==> config.mk <==
export PLATFORM = sky130hd
export DESIGN_NAME = uart_rx_packer
export DESIGN_NICKNAME = d
export VERILOG_FILES = /design/src/rtl/uart_rx_packer.sv
export SDC_FILE = /design/constraint.sdc
export NUM_CORES = 1
export LEC_CHECK = 0
export CELL_PAD_IN_SITES_DETAIL_PLACEMENT = 1
export CELL_PAD_IN_SITES_GLOBAL_PLACEMENT = 1
export CORE_MARGIN = 4
export CORE_UTILIZATION = 42
export CTS_CLUSTER_DIAMETER = 60
export CTS_CLUSTER_SIZE = 8
export DETAILED_ROUTE_END_ITERATION = 7
export GPL_TIMING_DRIVEN = 0
export PLACE_DENSITY = 0.86
export SLEW_MARGIN = 20
export SYNTH_ARGS = -nofsm -noshare
export SYNTH_HDL_FRONTEND = slang
export SYNTH_SLANG_ARGS = --single-unit
==> constraint.sdc <==
create_clock -name clk -period 4.9 [get_ports clk]
set_clock_uncertainty 0.15 [all_clocks]
set_input_delay 1.225 -clock clk [delete_from_list [all_inputs] [get_ports clk]]
set_output_delay 1.225 -clock clk [all_outputs]
set_load 0.1 [all_outputs]
==> src/rtl/uart_rx_packer.sv <==
`default_nettype none
// ============================================================================
//  Module      : uart_rx_packer
//  Description : Pops bytes from a UART RX FIFO and packs BYTES consecutive
//                bytes into one 8*BYTES-bit word, with selectable byte order.
//                Partial words are discarded on an inter-byte timeout or on
//                an explicit flush.
//  Revision    : 1.0 - initial release
// ============================================================================
module uart_rx_packer #(
    parameter int BYTES          = 2,       // bytes per word, 1..8
    parameter bit MSB_FIRST      = 1'b1,    // 1: first byte lands in the top lane
    parameter int TIMEOUT_CYCLES = 100000   // 0 disables the inter-byte timeout
) (
    input  logic               clk,
    input  logic               rst,
    input  logic               flush,
    input  logic               rx_empty,
    input  logic [7:0]         r_data,
    output logic               rd_uart,
    output logic               uart_en,
    output logic [8*BYTES-1:0] uart_data,
    output logic               timeout_err,
    output logic               busy
);

    localparam int               IDX_W  = $clog2(BYTES + 1);
    localparam int               WORD_W = 8 * BYTES;
    localparam logic [IDX_W-1:0] C_LAST = IDX_W'(BYTES - 1);

    typedef enum logic [0:0] {
        ST_IDLE    = 1'b0,
        ST_COLLECT = 1'b1
    } state_t;

    state_t             state_q, state_d;
    logic [IDX_W-1:0]   idx_q, idx_d;
    logic [IDX_W-1:0]   slot;
    logic [WORD_W-1:0]  asm_q, asm_d;
    logic [WORD_W-1:0]  data_q, data_d;
    logic               rd_q, rd_d;
    logic               en_q, en_d;
    logic               to_q, to_d;
    logic               busy_q, busy_d;
    logic               accept;
    logic               expire;

    // A byte is taken only when the previous pop has already been issued,
    // which limits the rate to one byte every two cycles. Flush has priority.
    assign accept = !rx_empty && !rd_q && !flush;

    // Byte lane addressed by the current index under the chosen byte order.
    assign slot = MSB_FIRST ? (C_LAST - idx_q) : idx_q;

    generate
        if (TIMEOUT_CYCLES > 0) begin : g_timeout
            localparam int               CNT_W     = (TIMEOUT_CYCLES > 1) ? $clog2(TIMEOUT_CYCLES) : 1;
            localparam logic [CNT_W-1:0] C_CNT_MAX = CNT_W'(TIMEOUT_CYCLES - 1);

            logic [CNT_W-1:0] cnt_q;

            // Expiry needs a full idle count in COLLECT; an accept or a flush
            // in the same cycle takes priority.
            assign expire = (state_q == ST_COLLECT) && !accept && !flush &&
                            (cnt_q == C_CNT_MAX);

            // Idle-cycle counter: restarts on every accept and outside COLLECT.
            always_ff @(posedge clk) begin
                if (rst) begin
                    cnt_q <= '0;
                end else if ((state_q != ST_COLLECT) || accept || flush || expire) begin
                    cnt_q <= '0;
                end else if (cnt_q != C_CNT_MAX) begin
                    cnt_q <= cnt_q + 1'b1;
                end
            end
        end else begin : g_no_timeout
            assign expire = 1'b0;
        end
    endgenerate

    // Next-state, assembly and output decode.
    always_comb begin
        state_d = state_q;
        idx_d   = idx_q;
        asm_d   = asm_q;
        data_d  = data_q;
        rd_d    = 1'b0;
        en_d    = 1'b0;
        to_d    = 1'b0;

        // Drop the incoming byte into its lane; the completed word below is
        // read from asm_d so the final byte is included in the same cycle.
        if (accept) begin
            for (int j = 0; j < BYTES; j++) begin
                if (slot == IDX_W'(j)) begin
                    asm_d[8*j +: 8] = r_data;
                end
            end
        end

        if (flush) begin
            state_d = ST_IDLE;
            idx_d   = '0;
        end else if (accept) begin
            rd_d = 1'b1;
            if (idx_q == C_LAST) begin
                data_d  = asm_d;
                en_d    = 1'b1;
                idx_d   = '0;
                state_d = ST_IDLE;
            end else begin
                idx_d   = idx_q + 1'b1;
                state_d = ST_COLLECT;
            end
        end else if ((state_q == ST_COLLECT) && expire) begin
            idx_d   = '0;
            state_d = ST_IDLE;
            to_d    = 1'b1;
        end

        busy_d = (idx_d != '0);
    end

    // State and registered outputs.
    always_ff @(posedge clk) begin
        if (rst) begin
            state_q <= ST_IDLE;
            idx_q   <= '0;
            asm_q   <= '0;
            data_q  <= '0;
            rd_q    <= 1'b0;
            en_q    <= 1'b0;
            to_q    <= 1'b0;
            busy_q  <= 1'b0;
        end else begin
            state_q <= state_d;
            idx_q   <= idx_d;
            asm_q   <= asm_d;
            data_q  <= data_d;
            rd_q    <= rd_d;
            en_q    <= en_d;
            to_q    <= to_d;
            busy_q  <= busy_d;
        end
    end

    assign rd_uart     = rd_q;
    assign uart_en     = en_q;
    assign uart_data   = data_q;
    assign timeout_err = to_q;
    assign busy        = busy_q;

endmodule
`default_nettype wire

==> results.txt <==
- Run status: finished, final reports clean
- The first global-routing pass estimated about 8000 um of wire.
* Switching part of the total: 0.228
* Post-Syn Nets: roughly 230
- The largest single stage delay on the critical path is roughly 1.2 ns.
* Final Max Tran Viols: 0
- The worst hold path belongs to the class flip-flop to flip-flop.
* Tot GR Track Use: 0.188
* Final Hold Viols: 0
- Routed via count divided by cell count: ~5.4
* Synth Area per Inst: 8.87 um2
- Sorting the synthesized cells by area gives the leading types as dfxtp_1 50%, nand2_1 7.4%, a21oi_1 4.1%, mux2i_1 4.1%, nor3_1 4.1%.
- The initialized floorplan defines 24 standard-cell rows.
* Top Family by Delay on Critical Path: buffers and inverters
* Post-route cell area: around 2400 um2
* Setup-failing EPs final: 0
* Count of mapped cells out of synthesis: 218
- Required time reported for the critical path endpoint: 3.52 ns
* Fraction of post-synthesis cell area in the top cell type by area: 0.497
- Clock tree synthesis found a total of 48 sinks.
* Initial core utilization: 0.438
- TritonCTS built the clock tree.
- Clock-pin slew on the worst setup and hold paths: 0.09 ns
- Final critical delay including setup and external delays: ~3.3 ns
* Share of the yosys chip area belonging to registers: 0.497
- Layout area overhead: 25.2%
- The share of total power dissipated in the clock network is 0.409.
- The first TritonRoute pass finished after 4 iterations.
* Total standard cell area after synthesis: 1930 um2
* Clock latency on the worst-skew pair: 0.31 ns
* Synth async-reset ratio: 0
- For this block, the initial DRC count from the detailed router was 51.
- Final layout net count: between 200 and 300
* Number of global-route vias before repair: approximately 1.7k
- The critical path goes through clkdlybuf4s50_1.
* Ys flop type: dfxtp_1
- Dividing the final minimum period by the clock period gives 0.665.
* Number of top-level pins: 32
- Entering global routing, the biggest net connects 16 pins.
- Synthesis warning total: 0
- Die Outline Area: between 5000 and 6000 um2
- Average wire length per cell after detail routing: 15.8 um
- The synthesized design contains 0 enable-type register cells.
* RSZ-0062 raised after global routing: false
- In this run the power spent charging and discharging nets is ~0.17 mW.
- Number of antenna repair diodes: 0
* Die extent in y: between 70 and 80 um
- Area used by multi-input combinational logic: between 800 and 900 um2
- Setup crit end: rd_uart
* Seq pwr share: 0.531
* Global route overflow: 0
- Cell count along the critical path: 1
- In the synthesized netlist, the cells that appear most often are 48 x dfxtp_1, 38 x nand2_1, 16 x a21oi_1, 16 x nor2_1, 16 x nor3_1.
* Summed negative setup slack over all endpoints: 0 ns
- In this run the horizontal extent of the chip is 75.9 um.
- Worst-case reg-to-reg path depth: 6
* Vias: roughly 1.7k
* Critical Path Sink Type: primary output
- Of all nets on the critical path, the largest fanout is 5.
* Top cell type by total area after synthesis: dfxtp_1
- After detailed routing, the number of remaining DRC violations is 0.
* Startpoint of the most critical register-to-register path: g_timeout.cnt_q[0]
- Internal power comes to around 0.58 mW.
- Root Buffer: clkbuf_8
- Worst Setup SP: rd_uart
* Crit Reg-Reg Endpoint: g_timeout.cnt_q[11]
- Maximum clock rate: a little over 300 MHz
- Placement-stage cell area: 2300 um2
- Worst rel slew slack: 0.338
* Post-CTS Hold Fix Bufs: 0
- The setup check on the worst reg-to-reg path leaves a slack of ~2.5 ns.
- In the final layout, the share of cells above drive strength 1 is 0.0703.
- Number of antenna violations at the first check in global routing: 0
- Number of nets still failing antenna checks after routing: 0
* # port buffers: 30
- At the worst endpoint, the arrival time is around 1.9 ns.
- Cts repair resizes: 0
* Standard cell with the maximum stage delay on the critical path: clkdlybuf4s50_1
- Number of buffers created by CTS: 5
- The worst setup path is launched from a flip-flop.
* Post-synthesis register bit count: 48
- Detailed-route wire length: 4860 um
- Once layout is complete, the utilization of the core stands at 0.548.
- Fillers: 533
- The synthesized netlist contains 32 unique library cells.
- Combinational share of power: 0.060
- Maximum capacitance violations: 0
* H-tree levels: 2
* Power per Cell Area: between 300 and 400 nW/um2
- Registers take just under 1000 um2.
- Together, buffers and inverters on the worst path number 1.
- Routability congestion estimate: 0.815
- The total area inside the core boundary comes to roughly 4400 um2.
- For this design the static power due to leakage is approximately 0.8 nW.
* Most frequently used cell type in the post-synthesis netlist: dfxtp_1
- Half-perimeter wire length after placement: 3410 um
- Critical path type: flip-flop to primary output
- Slew of the pin with the lowest slew margin: a little under 1 ns
- IR analysis of the VDD net gives a maximum drop of 0.165 mV.
- Buffers added to address setup during post-CTS repair amount to 0.
- The longest clock path from root to sink contains 2 buffers.
==> worst min path at each step <==
| stage | startpoint | endpoint | slack [ns] | cells past startpoint |
|---|---|---|---|---|
| 2_1_floorplan | asm_q[13] | uart_data[13] | 0.28 | 2 |
| 3_3_place_gp | uart_data[2] | uart_data[2] | 0.29 | 2 |
| 4_1_cts | uart_data[7] | uart_data[7] | 0.32 | 2 |
| 5_1_grt | uart_data[15] | uart_data[15] | 0.33 | 2 |
| 3_5_place_dp | asm_q[11] | uart_data[11] | 0.30 | 2 |
| 6_report | uart_data[7] | uart_data[7] | 0.31 | 2 |
==> cell usage in the layout (no fill, tap or decap), types with 2 or more instances in the layout <==
master | synthesis | final
nor4_1 | 7 | 7
xnor2_1 | 7 | 7
nand3_1 | 7 | 7
clkdlybuf4s50_1 | 0 | 30
buf_2 | 3 | 3
a211oi_1 | 4 | 4
dfxtp_1 | 48 | 48
a21oi_1 | 16 | 16
nor3_4 | 2 | 2
nor3_1 | 16 | 16
mux2i_1 | 8 | 8
xor2_1 | 7 | 7
clkbuf_8 | 0 | 6
clkbuf_1 | 10 | 10
nand4_1 | 9 | 9
and3_1 | 2 | 2
nor2_1 | 16 | 16
nand2_1 | 38 | 38
buf_4 | 2 | 2
inv_1 | 2 | 2
==> cell type report <==
cell class / count / area share
flip-flops and latches: 48 / 0.397
multi-input cells: 153 / 0.371
repair buffers: 30 / 0.124
clock buffers: 6 / 0.0341
plain buffers: 15 / 0.0279
well taps: 52 / 0.0269
clock inverters: 2 / 0.0160
inverters: 2 / 0.00310
==> cell families (layout without fill, tap and decap cells) <==
logic type	Yosys count	in the layout	synth area share
simple gates	106	106	0.277
flops	48	48	0.497
compound gates	24	24	0.0763
buf+inv	17	55	0.0388
xor+xnor	14	14	0.0634
mux	8	8	0.0414
fa+ha+maj	1	1	0.00647
==> sequential cells by signal (all words and copies together) (netlist names) <==
signal	count
g_timeout.cnt_q	17
uart_data	16
asm_q	8
idx_q	2
busy	1
rd_uart	1
state_q	1
timeout_err	1
uart_en	1
==> power groups by stage <==
stage / clock (mW) / combinational, mW / sequential [mW]
3_3_place_gp: 0 / 0.0436 / 0.408
4_1_cts: 0.314 / 0.0452 / 0.399
6_report: 0.308 / 0.0449 / 0.399
2_1_floorplan: 0 / 0.0175 / 0.417
3_5_place_dp: 0 / 0.0445 / 0.408
5_1_grt: 0.328 / 0.0484 / 0.400
==> stage by stage <==
stage	cells	total power, mW	hold WS (ns)	worst slack [ns]
CTS	308	0.758	0.316	1.63
global route	308	0.776	0.334	1.58
floorplan	218	0.434	0.280	2.39
global placement	300	0.451	0.291	1.71
detailed placement	300	0.452	0.301	1.69
finish	308	0.751	0.312	1.64
==> layer usage <==
metal  vias to the layer above  GRT usage  wire length, um  share of wire
met1                       794      0.228             2200           0.45
met2                        33      0.320             2390           0.49
li1                        834          -                -              -
met3                         7     0.0435              202          0.042
met4                         0     0.0757               71          0.015
met5                         -          0                0              0
(Power assumes the default switching activity.)
